$ cat src/rtl/namuru_pkg.sv
// Shared constants and sample payload type for the namuru front-end slice.
package namuru_pkg;

   localparam int unsigned SIGN_W        = 1;
   localparam int unsigned MAG_W         = 1;
   localparam int unsigned WIN_BITS_DEF  = 14;
   localparam int unsigned STUCK_LEN_DEF = 64;
   localparam int unsigned RUN_W         = 16;

   // One conditioned 2-bit front-end sample.
   typedef struct packed {
      logic [SIGN_W-1:0] sign;
      logic [MAG_W-1:0]  mag;
   } fe_sample_t;

endpackage : namuru_pkg

$ cat src/rtl/namuru_fe_stats.sv
// Per-window magnitude / sign-balance accumulation with snapshot on window end.
module namuru_fe_stats
   import namuru_pkg::*;
#(
   parameter int unsigned WIN_BITS = WIN_BITS_DEF
) (
   input  logic                clk,
   input  logic                rst_n,
   input  logic                en,
   input  logic                clear,
   input  fe_sample_t          smp,
   output logic [WIN_BITS:0]   mag_count,
   output logic [WIN_BITS:0]   pos_count,
   output logic                stat_valid
);

   localparam int unsigned ACC_W = WIN_BITS + 1;
   localparam logic [WIN_BITS-1:0] WIN_LAST = '1;

   logic [WIN_BITS-1:0] win_cnt_q, win_cnt_d;
   logic [ACC_W-1:0]    mag_acc_q, mag_acc_d;
   logic [ACC_W-1:0]    pos_acc_q, pos_acc_d;
   logic [ACC_W-1:0]    mag_count_q, mag_count_d;
   logic [ACC_W-1:0]    pos_count_q, pos_count_d;
   logic                stat_valid_q, stat_valid_d;
   logic [ACC_W-1:0]    mag_sum, pos_sum;

   // Next-state: clear wins over a coincident window end; en=0 holds everything.
   always_comb begin
      win_cnt_d    = win_cnt_q;
      mag_acc_d    = mag_acc_q;
      pos_acc_d    = pos_acc_q;
      mag_count_d  = mag_count_q;
      pos_count_d  = pos_count_q;
      stat_valid_d = 1'b0;
      mag_sum      = mag_acc_q + ACC_W'(smp.mag);
      pos_sum      = pos_acc_q + ACC_W'(smp.sign);
      if (clear) begin
         win_cnt_d = '0;
         mag_acc_d = '0;
         pos_acc_d = '0;
      end else if (en) begin
         win_cnt_d = win_cnt_q + WIN_BITS'(1);
         if (win_cnt_q == WIN_LAST) begin
            mag_count_d  = mag_sum;
            pos_count_d  = pos_sum;
            stat_valid_d = 1'b1;
            mag_acc_d    = '0;
            pos_acc_d    = '0;
         end else begin
            mag_acc_d = mag_sum;
            pos_acc_d = pos_sum;
         end
      end
   end

   // State and snapshot registers.
   always_ff @(posedge clk or negedge rst_n) begin
      if (!rst_n) begin
         win_cnt_q    <= '0;
         mag_acc_q    <= '0;
         pos_acc_q    <= '0;
         mag_count_q  <= '0;
         pos_count_q  <= '0;
         stat_valid_q <= 1'b0;
      end else begin
         win_cnt_q    <= win_cnt_d;
         mag_acc_q    <= mag_acc_d;
         pos_acc_q    <= pos_acc_d;
         mag_count_q  <= mag_count_d;
         pos_count_q  <= pos_count_d;
         stat_valid_q <= stat_valid_d;
      end
   end

   assign mag_count  = mag_count_q;
   assign pos_count  = pos_count_q;
   assign stat_valid = stat_valid_q;

endmodule : namuru_fe_stats

$ cat src/rtl/namuru_frontend.sv
// GPS front-end conditioning: 2-flop input stage, window statistics and an
// optional stuck-sign detector built when NAMURU_FE_STUCK_EN is defined.
module namuru_frontend
   import namuru_pkg::*;
#(
   parameter int unsigned WIN_BITS  = WIN_BITS_DEF,
   parameter int unsigned STUCK_LEN = STUCK_LEN_DEF
) (
   input  logic                sys_clk,
   input  logic                sys_rst,
   input  logic                gps_rec_sign,
   input  logic                gps_rec_mag,
   input  logic                en,
   input  logic                clear,
   output logic                sample_sign,
   output logic                sample_mag,
   output logic [WIN_BITS:0]   mag_count,
   output logic [WIN_BITS:0]   pos_count,
   output logic                stat_valid,
   output logic                stuck
);

   if ((STUCK_LEN < 1) || (STUCK_LEN > 65535)) begin : g_bad_stuck_len
      $error("namuru_frontend: STUCK_LEN out of range 1..65535");
   end

   fe_sample_t s1_q, s1_d, s2_q, s2_d;

   // Input stage: two flops, always running regardless of en/clear.
   always_comb begin
      s1_d.sign = gps_rec_sign;
      s1_d.mag  = gps_rec_mag;
      s2_d      = s1_q;
   end

   // Input synchroniser registers.
   always_ff @(posedge sys_clk or negedge sys_rst) begin
      if (!sys_rst) begin
         s1_q <= '0;
         s2_q <= '0;
      end else begin
         s1_q <= s1_d;
         s2_q <= s2_d;
      end
   end

   assign sample_sign = s2_q.sign;
   assign sample_mag  = s2_q.mag;

   namuru_fe_stats #(
      .WIN_BITS (WIN_BITS)
   ) u_stats (
      .clk        (sys_clk),
      .rst_n      (sys_rst),
      .en         (en),
      .clear      (clear),
      .smp        (s2_q),
      .mag_count  (mag_count),
      .pos_count  (pos_count),
      .stat_valid (stat_valid)
   );

`ifdef NAMURU_FE_STUCK_EN
   localparam logic [RUN_W-1:0] RUN_MAX = RUN_W'(STUCK_LEN);

   logic             prev_sign_q, prev_sign_d;
   logic [RUN_W-1:0] run_q, run_d;
   logic             stuck_q, stuck_d;

   // Run length of identical s2 sign samples, saturating at STUCK_LEN.
   always_comb begin
      prev_sign_d = s2_q.sign;
      run_d       = run_q;
      if (s2_q.sign != prev_sign_q) begin
         run_d = '0;
      end else if (run_q != RUN_MAX) begin
         run_d = run_q + RUN_W'(1);
      end
      stuck_d = (run_d == RUN_MAX);
   end

   // Stuck detector registers.
   always_ff @(posedge sys_clk or negedge sys_rst) begin
      if (!sys_rst) begin
         prev_sign_q <= 1'b0;
         run_q       <= '0;
         stuck_q     <= 1'b0;
      end else begin
         prev_sign_q <= prev_sign_d;
         run_q       <= run_d;
         stuck_q     <= stuck_d;
      end
   end

   assign stuck = stuck_q;
`else
   assign stuck = 1'b0;
`endif

endmodule : namuru_frontend

$ cat config.mk
export PLATFORM = sky130hd
export DESIGN_NAME = namuru_frontend
export DESIGN_NICKNAME = d
export VERILOG_FILES = /design/src/rtl/namuru_pkg.sv /design/src/rtl/namuru_fe_stats.sv /design/src/rtl/namuru_frontend.sv
export SDC_FILE = /design/constraint.sdc
export NUM_CORES = 1
export LEC_CHECK = 0
export ABC_AREA = 1
export BUFFER_PORTS_ARGS = -buffer_cell sky130_fd_sc_hd__buf_2
export CAP_MARGIN = 20
export CORE_MARGIN = 2
export CORE_UTILIZATION = 53
export CTS_CLUSTER_SIZE = 16
export DETAILED_ROUTE_END_ITERATION = 8
export PLACE_DENSITY = 0.83
export SETUP_SLACK_MARGIN = 0.1
export SYNTH_ARGS = -nofsm -noshare
export SYNTH_HDL_FRONTEND = slang
export SYNTH_SLANG_ARGS = --single-unit
$ cat constraint.sdc
create_clock -name sys_clk -period 1.6 [get_ports sys_clk]
set_input_delay 0 -clock sys_clk [delete_from_list [all_inputs] [get_ports sys_clk]]
set_output_delay 0 -clock sys_clk [all_outputs]
set_load 0.02 [all_outputs]
==> flow_metrics.env, run 1 <==
export IMPL_hold_violations=0
export IMPL_antenna_found_initial=0
export IMPL_syn_instance_count=501
export IMPL_final_nets=580
export IMPL_synth_edf_count=0
export IMPL_ant_nets=0
export IMPL_required_ns=1.83
export IMPL_drtIter0Drc=290
export IMPL_grt_max_degree=48
export IMPL_syn_area_um2=4000
export IMPL_async_flop_share=1.00
export IMPL_die_height_um=90.9
export IMPL_yosysTopAreaCell="dfrtp_1"
export IMPL_seq_area_frac_synth=0.495
export IMPL_drive_above_1_share=0.276
export IMPL_cts_sinks=79
export IMPL_final_setup_skew_ns=0.00803
export IMPL_finalWirelength_um=9880
export IMPL_layout_min_cycle_time_ns=1.57
export IMPL_cp_max_fo=4
export IMPL_reg2regPathDepth=7
export IMPL_drv_slew=0
export IMPL_clk_path_buf_depth=2
export IMPL_clk_latency_ns=0.36
export IMPL_core_um2=7290
export IMPL_via_per_inst=5.38
export IMPL_post_route_drc_count=0
export IMPL_syn2layout_area_growth_pct=25.6
export IMPL_cts_tree="built"
export IMPL_placementRows=31
export IMPL_cts_buffers=9
export IMPL_clock_fmax_mhz=637
export IMPL_vias=3617
export IMPL_grt_use_met2=0.370
export IMPL_fin_setup_tns_ns=0
export IMPL_p_leak_nw=2.61
export IMPL_min_path_type="in -> async"
export IMPL_post_route_period_util=0.982
export IMPL_synthFlopType="dfrtp_1"
export IMPL_gp_congestion=0.856
export IMPL_grt_pass1_vias=3302
export IMPL_cap_violations=0
export IMPL_endpoint_kind="flop"
export IMPL_dpl_hpwl_um=5950
export IMPL_ys_seq_elements=79
export IMPL_yosysWarnings=0
export IMPL_h_tree_depth=3
export IMPL_place_ws_ns=-0.0343
export IMPL_syn_avg_cell_area_um2=7.98
export IMPL_grt_busiest_layer="met2"
export IMPL_dieWidth_um=90.9
export IMPL_status="complete, no violations"
export IMPL_grt_pass1_wl_um=14800
export IMPL_fillers=566
export IMPL_drt_first_pass_iters=7
export IMPL_rsz0062_at_grt="true"
export IMPL_synth_nets=512
export IMPL_initial_core_util=0.548
export IMPL_worst_setup_path_type="reg -> reg"
export IMPL_antennaDiodeCount=0
export IMPL_grt_usage=0.223
export IMPL_path_clk_slew_ns=0.08
export IMPL_met1_usage=0.289
export IMPL_grtUsageMet3=0.0342
export IMPL_setup_violations=0
export IMPL_timing_final_ws_setup_ns=0.0290
export IMPL_critPathArrivalTime_ns=1.80
export IMPL_synth_cell_types=33
export IMPL_pin_count=40
export IMPL_numPortBuffers=38
export IMPL_wl_per_cell_um=14.7
export IMPL_cts_root_buf="clkbuf_8"
export IMPL_synthTopCellsByArea="dfrtp_1 (49%), nand2_1 (21%), nor2_1 (4.0%)"
export IMPL_overflow=0
export IMPL_irDropWorstVdd_v=0.000427
export IMPL_crit_path_start_kind="flop"
export IMPL_netlist_area_leader_share=0.495
export IMPL_power_density_nw_per_um2=738
export IMPL_die_area_um2=8250
-- placed cells by master (no fill, tap or decap), types with 3 or more instances in the layout --
cell type      count
nor2_4             7
nor2_1            36
xnor2_1            6
clkbuf_16          3
buf_4             17
nand3_1           14
nand2_4            9
clkbuf_8          10
nand2_2           24
nand4_1           13
o21ai_2           12
dfrtp_2            3
nand3_2            3
ha_4               3
inv_2              3
buf_6              3
buf_2             37
o21ai_0           15
nor2_2             5
xor2_1             6
buf_12             5
inv_1             33
nand2_1          196
a21oi_1            6
dlygate4sd3_1      5
dfrtp_1           76
-- state kept, by name, indices dropped and copies added, names as in the netlist --
| name | flops |
|---|---|
| u_stats.mag_acc_q | 15 |
| u_stats.pos_count | 15 |
| s1_q | 2 |
| u_stats.mag_count | 15 |
| u_stats.pos_acc_q | 15 |
| sample_mag | 1 |
| u_stats.win_cnt_q | 14 |
| u_stats.stat_valid | 1 |
| sample_sign | 1 |
-- cells by family (layout without fill, tap and decap cells) --
logic type                 after synthesis  count (layout)  synth area share
other                                    1               1          0.000938
AOI/OAI and AO/OA                       37              37            0.0579
and+or+nand+nor                        313             313             0.334
xor gates and xnor gates                15              15            0.0329
buffers and inverters                   51             123            0.0638
DFF                                     79              79             0.495
adders and majority gates                5               5            0.0156
-- synthesized netlist by cell type, drive strengths merged, types with 2 or more instances --
library cell and count:
o21ai 28, ha 5, dfrtp 79, nand2 229, buf 11, xnor2 8, nand4 14, clkbuf 2
nor3 2, nor2 49, nand3 18, a21oi 6, inv 37, xor2 7
-- where the power goes --
part	switching (mW)	leakage [nW]	internal, mW
logic	0.136	1.43	0.0830
registers	0.0176	1.09	2.01
clock network	0.710	0.0952	0.750
total	0.863	2.61	2.84
-- critical path: stages, from the launching register on --
cell and delay (ns):
dfrtp_2 0.44, ha_4 0.19, ha_4 0.17, inv_1 0.10, nor2_4 0.05, buf_4 0.14, xnor2_2 0.19, o21ai_0 0.15
-- path summary, 6_finish.rpt --
kind                              start                     to  slack, ns
setup / recovery             sample_mag   u_stats.mag_acc_q[4]       0.03
hold / removal                  sys_rst  u_stats.mag_count[10]      0.006
setup reg to reg             sample_mag   u_stats.mag_acc_q[4]       0.03
hold reg to reg                 s1_q[1]            sample_sign       0.36
max in group asynchronous       sys_rst   u_stats.mag_acc_q[2]       1.06
min in group sys_clk       gps_rec_sign                s1_q[1]       0.28
-- through the flow --
step / util / instances / cell area (µm²) / hold WS (ns) / total power [mW]
final: 0.689 / 672 / 5020 / 0.00632 / 3.71
after global routing: 0.689 / 672 / 5020 / 0.0264 / 3.84
after CTS: 0.636 / 656 / 4640 / 0.00402 / 3.68
after detailed placement: 0.595 / 634 / 4340 / -0.161 / 2.22
after global placement: 0.595 / 634 / 4340 / -0.162 / 2.22
after floorplan: - / 501 / 4020 / -0.296 / 2.14
-- per-layer routing --
layer / part of all wire / up-vias
met4: 0.040 / 0
met3: 0.064 / 50
met2: 0.50 / 161
met5: 0 / -
met1: 0.39 / 1706
li1: - / 1700
-- final cells by class --
class,instances,area [µm²],area share
Multi-Input combinational cell,371,2010,0.399
Sequential cell,79,1980,0.394
Clock buffer,11,141,0.0282
Clock inverter,4,47.5,0.00947
Inverter,38,150,0.0299
Tap cell,99,124,0.0247
Timing Repair Buffer,70,572,0.114
-- what timing repair did --
item / in CTS / in global routing
setup endpoints to repair: 27 / 55
resized for setup: 7 / 63
hold endpoints to repair: 84 / 0
setup buffers: 2 / 12
hold buffers: 5 / 0
cloned: 0 / 4
pin swaps: 2 / 15
(Power assumes the default switching activity.)
==> run 2: changes to the inputs <==
CORE_UTILIZATION = 59   (was 53)
PLACE_DENSITY = 0.87   (was 0.83)
clock period = 1.8 ns   (was 1.6 ns; I/O delays follow)
==> run 2 against run 1 <==
Clock skew grew 0.0020 ns. Combinational power decreased by 32%. Maximum frequency fell by 3.8%. Register-to-register slack better by 0.14 ns. Via count is 6.6% lower. Sequential power decreased by 11%. Critical path type unchanged. Largest cell class is now registers.
==> flow_metrics.env, run 2 (same netlist as run 1, synthesis figures left out) <==
export IMPL_status="complete, no violations"
export IMPL_clock_fmax_mhz=612
export IMPL_grt_usage=0.243
export IMPL_pin_count=40
export IMPL_cp_max_fo=5
export IMPL_cts_root_buf="clkbuf_8"
export IMPL_syn2layout_area_growth_pct=13.7
export IMPL_power_mw=3.09
export IMPL_grt_pass1_wl_um=14400
export IMPL_antennaDiodeCount=0
export IMPL_worst_setup_path_type="reg -> reg"
export IMPL_dpl_hpwl_um=5850
export IMPL_cts_sinks=79
export IMPL_swShare=0.237
export IMPL_dieWidth_um=86.3
export IMPL_antenna_found_initial=0
export IMPL_gp_congestion=0.868
export IMPL_finish_utilization=0.704
export IMPL_p_leak_nw=2.34
export IMPL_min_path_type="in -> async"
export IMPL_slew_headroom=0.667
export IMPL_multi_input_area_um2=1810
export IMPL_drtIter0Drc=278
export IMPL_critPathMaxStageDelay_ns=0.40
export IMPL_core_um2=6460
export IMPL_post_route_period_util=0.908
export IMPL_final_common_cell="nand2_1"
export IMPL_overflow=0
export IMPL_drt_first_pass_iters=5
export IMPL_finalWirelength_um=8440
export IMPL_tightest_slew_ns=0.500
export IMPL_drv_slew=0
export IMPL_setup_violations=0
export IMPL_h_tree_depth=3
export IMPL_wl_per_cell_um=13.4
export IMPL_clkPwrFrac=0.369
export IMPL_power_frac_comb=0.048
export IMPL_clk_latency_ns=0.35
export IMPL_endpoint_kind="flop"
export IMPL_cp_top_family="simple AND/OR/NAND/NOR gates"
export IMPL_post_route_drc_count=0
export IMPL_numPortBuffers=38
export IMPL_power_density_nw_per_um2=679
export IMPL_path_cells="ha_4 -> ha_2 -> inv_1 -> nor2_4 -> nand2_1 -> o21ai_0 -> nand2_1 -> nand2_1 -> nand2_1"
export IMPL_fillers=507
export IMPL_drive_above_1_share=0.177
export IMPL_rsz0062_at_grt="false"
export IMPL_cp_num_buf_inv=1
export IMPL_seq_power_share=0.583
export IMPL_cap_violations=0
export IMPL_place_ws_ns=-0.000229
export IMPL_intPower_mw=2.36
export IMPL_grt_max_degree=52
export IMPL_path_clk_slew_ns=0.07
export IMPL_hold_violations=0
export IMPL_critPathArrivalTime_ns=1.87
export IMPL_ant_nets=0
export IMPL_placementRows=29
export IMPL_p_switching_mw=0.731
export IMPL_cts_buffers=9
export IMPL_cts_tree="built"
export IMPL_grt_pass1_vias=3326
export IMPL_initial_core_util=0.619
export IMPL_clk_path_buf_depth=2
export IMPL_layout_min_cycle_time_ns=1.63
export IMPL_crit_slowest_cell="dfrtp_1"
export IMPL_final_setup_skew_ns=0.0100
export IMPL_die_height_um=86.3
export IMPL_die_area_um2=7450
export IMPL_timing_final_ws_setup_ns=0.166
export IMPL_irDropWorstVdd_v=0.000352
export IMPL_regArea_um2=1980
export IMPL_required_ns=2.04
export IMPL_mostFrequentLayoutCells="nand2_1 (222), dfrtp_1 (79), nor2_1 (42)"
export IMPL_final_nets=562
export IMPL_fin_setup_tns_ns=0
export IMPL_worst_path_most_repeated_cell="nand2_1"
export IMPL_via_per_inst=5.35
export IMPL_crit_path_start_kind="flop"
export IMPL_vias=3379
-- run 2: cell types whose count changed in the layout (fill, tap and decap cells not counted), moves of 4 or more --
cell	previous run	this run
nor2_4	7	3
nand2_4	9	1
buf_4	17	5
nand2_1	196	222
nand2_2	24	6
nor2_1	36	42
-- run 2: layout make-up --
| type | count | area share |
|---|---|---|
| repair inverters | 2 | 0.00330 |
| clock inverters | 4 | 0.00496 |
| multi-input cells | 371 | 0.399 |
| clock buffers | 11 | 0.0311 |
| inverters | 38 | 0.0322 |
| flip-flops and latches | 79 | 0.435 |
| repair buffers | 50 | 0.0732 |
| well taps | 77 | 0.0212 |
-- run 2: final timing paths --
check | startpoint | to | cells past startpoint | slack (ns)
worst max-delay path | sample_mag | u_stats.mag_acc_q[10] | 9 | 0.17
worst min-delay path | sys_rst | s1_q[0] | 2 | 0.12
worst max register to register | sample_mag | u_stats.mag_acc_q[10] | 9 | 0.17
worst min register to register | s1_q[0] | sample_mag | 0 | 0.36
max in group asynchronous | sys_rst | u_stats.pos_acc_q[1] | 3 | 1.10
min in group sys_clk | gps_rec_sign | s1_q[1] | 2 | 0.29
-- run 2: worst register-to-register path, delay by kind of cell, from the launching register on --
family          cells  cell delay (ns)
flops               1             0.40
compound gates      1             0.18
simple gates        5             0.48
fa+ha+maj           2             0.39
buf+inv             1             0.07
-- run 2: through the flow --
stage | instance area (µm²) | std cells | hold WS (ns)
6_report | 4540 | 632 | 0.121
2_1_floorplan | 4000 | 501 | -0.296
5_1_grt | 4540 | 632 | 0.151
4_1_cts | 4480 | 629 | 0.136
3_5_place_dp | 4260 | 609 | -0.0400
3_3_place_gp | 4260 | 609 | -0.0469
-- run 2: power by group through the flow --
stage / Sequential [mW] / Combinational, mW / Clock, mW
detailed placement: 1.83 / 0.132 / 0
floorplan: 1.83 / 0.0629 / 0
global placement: 1.83 / 0.128 / 0
CTS: 1.80 / 0.141 / 1.16
finish: 1.80 / 0.148 / 1.14
global route: 1.80 / 0.167 / 1.22
-- run 2: routing by layer --
layer  global-route usage  wire [µm]  share of wire
met1                0.296       3620           0.43
met2                0.421       4160           0.49
met3               0.0543        450          0.053
met4               0.0994        201          0.024
met5                    0          0              0
-- run 2: what timing repair did --
item	in CTS	in global routing
endpoints found under the hold margin	84	0
gates cloned	0	2
hold buffers	5	0
setup endpoints to repair	10	25
buffers inserted	0	1
resized for setup	3	11
pin swaps	0	0
